`src/rtl/mnist_input_deserializer.sv`:
```
// Raster pixel stream to packed, quantised image vector for the LogicNet layer-0 LUTs.
// Pixels fill slots 0..NUM_PIXELS-1. The frame is then held with valid/ready until it is taken.
module mnist_input_deserializer #(
   parameter int NUM_PIXELS = 784,
   parameter int PIX_W      = 8,
   parameter int IN_BITS    = 1,
   parameter int THRESH     = 128
) (
   input  logic                          clk,
   input  logic                          rst,
   input  logic [PIX_W-1:0]              s_pix,
   input  logic                          s_valid,
   input  logic                          s_last,
   output logic                          s_ready,
   output logic [NUM_PIXELS*IN_BITS-1:0] m_vec,
   output logic                          m_valid,
   input  logic                          m_ready,
   output logic                          err_len
);

   localparam int                CNT_W    = $clog2(NUM_PIXELS);
   localparam int                VEC_W    = NUM_PIXELS * IN_BITS;
   localparam logic [CNT_W-1:0]  LAST_CNT = CNT_W'(NUM_PIXELS - 1);
   localparam logic [PIX_W-1:0]  THRESH_C = PIX_W'(THRESH);

   typedef enum logic {
      FILL = 1'b0,
      FULL = 1'b1
   } state_t;

   state_t             state_q, state_d;
   logic [CNT_W-1:0]   cnt_q, cnt_d;
   logic [VEC_W-1:0]   vec_q, vec_d;
   logic               m_valid_q, m_valid_d;
   logic               err_q, err_d;
   logic [IN_BITS-1:0] pix_qnt;
   logic               beat;
   logic               xfer;

   // Single-bit mode thresholds; wider modes keep the pixel's top bits.
   function automatic logic [IN_BITS-1:0] quantise(input logic [PIX_W-1:0] pix);
      logic [IN_BITS-1:0] q;
      q = '0;
      if (IN_BITS == 1) begin
         q[0] = (pix >= THRESH_C);
      end else begin
         q = pix[PIX_W-1 -: IN_BITS];
      end
      return q;
   endfunction

   assign pix_qnt = quantise(s_pix);
   assign s_ready = (state_q == FILL) & ~rst;
   assign beat    = s_valid & s_ready;
   assign xfer    = m_valid_q & m_ready;

   assign m_vec   = vec_q;
   assign m_valid = m_valid_q;
   assign err_len = err_q;

   always_ff @(posedge clk) begin
      if (rst) begin
         state_q   <= FILL;
         cnt_q     <= '0;
         vec_q     <= '0;
         m_valid_q <= 1'b0;
         err_q     <= 1'b0;
      end else begin
         state_q   <= state_d;
         cnt_q     <= cnt_d;
         vec_q     <= vec_d;
         m_valid_q <= m_valid_d;
         err_q     <= err_d;
      end
   end

   always_comb begin
      state_d   = state_q;
      cnt_d     = cnt_q;
      vec_d     = vec_q;
      m_valid_d = m_valid_q;
      err_d     = 1'b0;
      case (state_q)
         FILL: begin
            if (beat) begin
               for (int i = 0; i < NUM_PIXELS; i++) begin
                  if (cnt_q == CNT_W'(i)) begin
                     vec_d[i*IN_BITS +: IN_BITS] = pix_qnt;
                  end
               end
               // A full count always delivers the frame; a missing s_last is flagged only.
               if (cnt_q == LAST_CNT) begin
                  state_d   = FULL;
                  m_valid_d = 1'b1;
                  cnt_d     = '0;
                  err_d     = ~s_last;
               end else if (s_last) begin
                  cnt_d = '0;
                  err_d = 1'b1;
               end else begin
                  cnt_d = cnt_q + CNT_W'(1);
               end
            end
         end
         FULL: begin
            if (xfer) begin
               state_d   = FILL;
               m_valid_d = 1'b0;
            end
         end
         default: begin
            state_d = FILL;
         end
      endcase
   end

endmodule

```
`config.mk`:
```
export PLATFORM = sky130hd
export DESIGN_NAME = mnist_input_deserializer
export DESIGN_NICKNAME = d
export VERILOG_FILES = /design/src/rtl/mnist_input_deserializer.sv
export SDC_FILE = /design/constraint.sdc
export NUM_CORES = 2
export LEC_CHECK = 0
export ABC_AREA = 1
export ABC_CLOCK_PERIOD_IN_PS = 2300
export CORE_AREA = 10 10 302 304
export DETAILED_ROUTE_END_ITERATION = 8
export DIE_AREA = 0 0 312 314
export DONT_BUFFER_PORTS = 1
export GPL_ROUTABILITY_DRIVEN = 0
export GPL_TIMING_DRIVEN = 0
export PLACE_DENSITY = 0.56
export SLEW_MARGIN = 20
export SYNTH_ARGS = -nofsm -noshare
export SYNTH_HDL_FRONTEND = slang
export SYNTH_SLANG_ARGS = --single-unit
```
`constraint.sdc`:
```
create_clock -name clk -period 2.3 [get_ports clk]
set_input_delay 0.345 -clock clk [delete_from_list [all_inputs] [get_ports clk]]
set_output_delay 0.345 -clock clk [all_outputs]
set_load 0.02 [all_outputs]
```
==> metrics.md <==
| Metric | Value |
|---|---|
| Post-Syn Area | `0.03325 sq mm` |
| Via count | `34,630` |
| Die Footprint | `0.09797 sq mm` |
| TritonCTS buffer count | `89` |
| Post-synthesis cell type count | `23` |
| Smallest hold slack | `0.1080 ns` |
| Post-Synthesis Cells | `4,810` |
| Max-slew violation count | `0` |
| Max_slew headroom | `0.1840` |
| Portion of synthesized cell area occupied by the leading cell type | `0.4798` |
| Wire length of the first global-routing pass | `234.5 mm` |
| CTS clock-pin slew for the worst setup and hold paths | `0.06 ns` |
| Fin util | `0.4623` |
| Fraction of final layout cells sized beyond drive strength 1 | `0.1189` |
| Wirelength, routed | `167.8 mm` |
| NumNets Final | `4,951` |
| Maximum frequency from static timing analysis | `437.0 MHz` |
| Top fanout value on the critical path | `7` |
| FP Rows | `107` |
| Path type of the worst min-delay path | `in -> reg` |
| GRT Overall Usage | `0.3232` |
| Drt first pass iters | `6` |
| Time the final worst path needs with I/O delays and setup | `2.289 ns` |
| Detail Placement HPWL | `125.1 mm` |
| Final worst clock skew | `0.02489 ns` |
| Largest buffer count on any clock path | `3` |
| Area of the placeable core | `0.08488 sq mm` |
| YS warnings | `0` |
| Insertion delay to the later sink of the worst-skew pair | `0.65 ns` |
| Die extent in x | `312 um` |
| Largest net degree at the start of global routing | `14` |
| CTS Root Cell | `sky130_fd_sc_hd__clkbuf_16` |
| Pwr Density | `760.3 mW/mm^2` |
| I/O Pins | `800` |
| Area of all placed cells without fillers | `0.03924 sq mm` |
| Area added between synthesis and finish | `18.01%` |
| WL/cell | `27.30 um` |
| Initial Util | `0.3917` |
| Port buffer count | `0` |
| Number of antenna violations at the first check in global routing | `1` |
| Slew at the pin with the worst max-slew slack | `1.224 ns` |
| Static leakage | `14.78 nW` |
| Flip-flop and latch count after synthesis | `797` |
| Mean post-synth cell area | `6.913 sq um` |
| Unrepaired setup endpoints after global routing | `true` |
| Via density | `5.633` |
| Result of the run | `finished, final reports clean` |
| Final Setup Violations | `0` |
| Overflow after GRT | `0` |
| Cell type with the largest total area after synthesis | `sky130_fd_sc_hd__dfxtp_1` |
| Critical Setup Path Class | `reg -> reg` |
| Syn nets | `4,827` |
| Detailed-route DRC error count | `0` |
| Type of destination of the critical path | `flop` |
| Iteration-0 DRC Markers | `3,564` |
| Fraction of the cycle the final worst path needs | `0.9950` |
| Number of clock sinks | `797` |
| Overall power of the completed layout | `0.02983 W` |
| Antenna violation net count after detailed routing | `0` |
| Sequential share of the synthesized area | `0.4798` |
| Die extent in y | `314 um` |
| Startpoint Class | `flop` |
| Endpoint required time on the critical path | `2.83 ns` |
| CTS tree | `done` |
| Total of max-cap violations | `0` |
| Number of global-route vias before repair | `30,870` |
| Final hold violation count | `0` |
| Maximum level of the CTS H-tree | `3` |
| Worst endpoint data arrival time | `2.82 ns` |
| Top cells by area in the synthesized netlist | `sky130_fd_sc_hd__dfxtp_1, sky130_fd_sc_hd__nor2_1, sky130_fd_sc_hd__nand3_1` |
| Placed Area | `0.03504 sq mm` |
| VDD IR max | `0.0005618 V` |
==> what timing repair did <==
action	4_1_cts	5_1_grt
hold buffers	2	0
pin swaps	2	1
endpoints found under the hold margin	3	0
setup endpoints to repair	729	717
buffers inserted	8	10
gates resized for setup	187	210
==> cells in the final DEF, fill, tap and decap left out, types with 49 or more instances in the layout <==
| master | synthesis | routed |
|---|---|---|
| sky130_fd_sc_hd__nor2_1 | 1130 | 938 |
| sky130_fd_sc_hd__nand2_1 | 913 | 897 |
| sky130_fd_sc_hd__dfxtp_1 | 797 | 794 |
| sky130_fd_sc_hd__nand3_1 | 765 | 758 |
| sky130_fd_sc_hd__a21oi_1 | 750 | 750 |
| sky130_fd_sc_hd__nor2_2 | 3 | 144 |
| sky130_fd_sc_hd__clkbuf_1 | 139 | 116 |
| sky130_fd_sc_hd__buf_2 | 113 | 98 |
| sky130_fd_sc_hd__buf_1 | 100 | 93 |
| sky130_fd_sc_hd__clkbuf_16 | 0 | 90 |
| sky130_fd_sc_hd__nor2_4 | 0 | 51 |
| sky130_fd_sc_hd__buf_4 | 23 | 49 |
==> layout make-up <==
cell class,count,area (sq um)
fill,8909,45640
multi-input combinational,3582,16360
sequential,797,15960
clock buffer,131,2596
buffer,376,1819
tap,1144,1431
timing repair buffer,33,521.8
clock inverter,29,320.3
inverter,55,232.7
antenna,1,2.502
==> through the flow <==
stage | TNS [ns] | setup WS (ns) | instances
2_1_floorplan | 0 | 0.5350 | 4810
3_3_place_gp | -601.95 | -1.599 | 5954
3_5_place_dp | -365.64 | -1.155 | 5967
4_1_cts | -7.942 | -0.1550 | 6137
5_1_grt | -6.484 | -0.1547 | 6147
6_report | 0 | 0.01149 | 6148
==> final timing paths <==
kind	from	end	slack [ns]	cells past startpoint
max	cnt_q[1]$_SDFFE_PP0P_	m_vec[392]$_SDFFE_PP0P_	0.01	9
min	rst	state_q$_SDFF_PP0_	0.11	2
max reg2reg	cnt_q[1]$_SDFFE_PP0P_	m_vec[392]$_SDFFE_PP0P_	0.01	9
min reg2reg	state_q$_SDFF_PP0_	state_q$_SDFF_PP0_	0.56	2
==> cell usage after synthesis, drive strengths merged <==
library cell  count
a22oi             1
inv              54
clkbuf          140
ha                4
nor3              1
dfxtp           797
nand3           766
nand2           915
nor2           1134
a21oi           750
xor2              2
o21ai             5
nand4             4
clkinv            1
buf             236
==> state kept, by name, summed over array words and instances (netlist names) <==
signal   count
cnt_q       10
err_len      1
m_valid      1
m_vec      784
state_q      1
==> where the power goes <==
part | switching [W] | internal [W]
Clock | 0.00623 | 0.00831
Sequential | 0.0000112 | 0.0138
Combinational | 0.00116 | 0.000319
Total | 0.00740 | 0.0224
==> critical path: stages (launching register included) <==
cell and delay [ns]:
sky130_fd_sc_hd__dfxtp_2 0.36, sky130_fd_sc_hd__inv_1 0.10, sky130_fd_sc_hd__ha_2 0.28, sky130_fd_sc_hd__nand3_4 0.27
sky130_fd_sc_hd__clkbuf_4 0.34, sky130_fd_sc_hd__buf_16 0.20, sky130_fd_sc_hd__nor2_1 0.36, sky130_fd_sc_hd__nand3_1 0.13
sky130_fd_sc_hd__nand2_1 0.08, sky130_fd_sc_hd__nor2_1 0.04
==> cell families (layout without fill, tap and decap cells) <==
logic type,after synthesis,in the layout,share of synthesized area
DFF,797,797,0.4798
buffers and inverters,431,624,0.05554
adders and majority gates,4,4,0.001505
other,0,1,0
AOI/OAI and AO/OA,756,756,0.1139
xor gates and xnor gates,2,2,0.0005269
and+or+nand+nor,2820,2820,0.3487
==> layer usage <==
| metal | track usage | up-vias | routed length [um] |
|---|---|---|---|
| met4 | 0.1690 | 0 | 9961 |
| met3 | 0.1209 | 356 | 18770 |
| met2 | 0.5161 | 1650 | 75410 |
| met5 | 0 | - | 0 |
| li1 | - | 16050 | - |
| met1 | 0.3753 | 16570 | 63710 |
No activity file was read; power rests on OpenSTA's default activity.
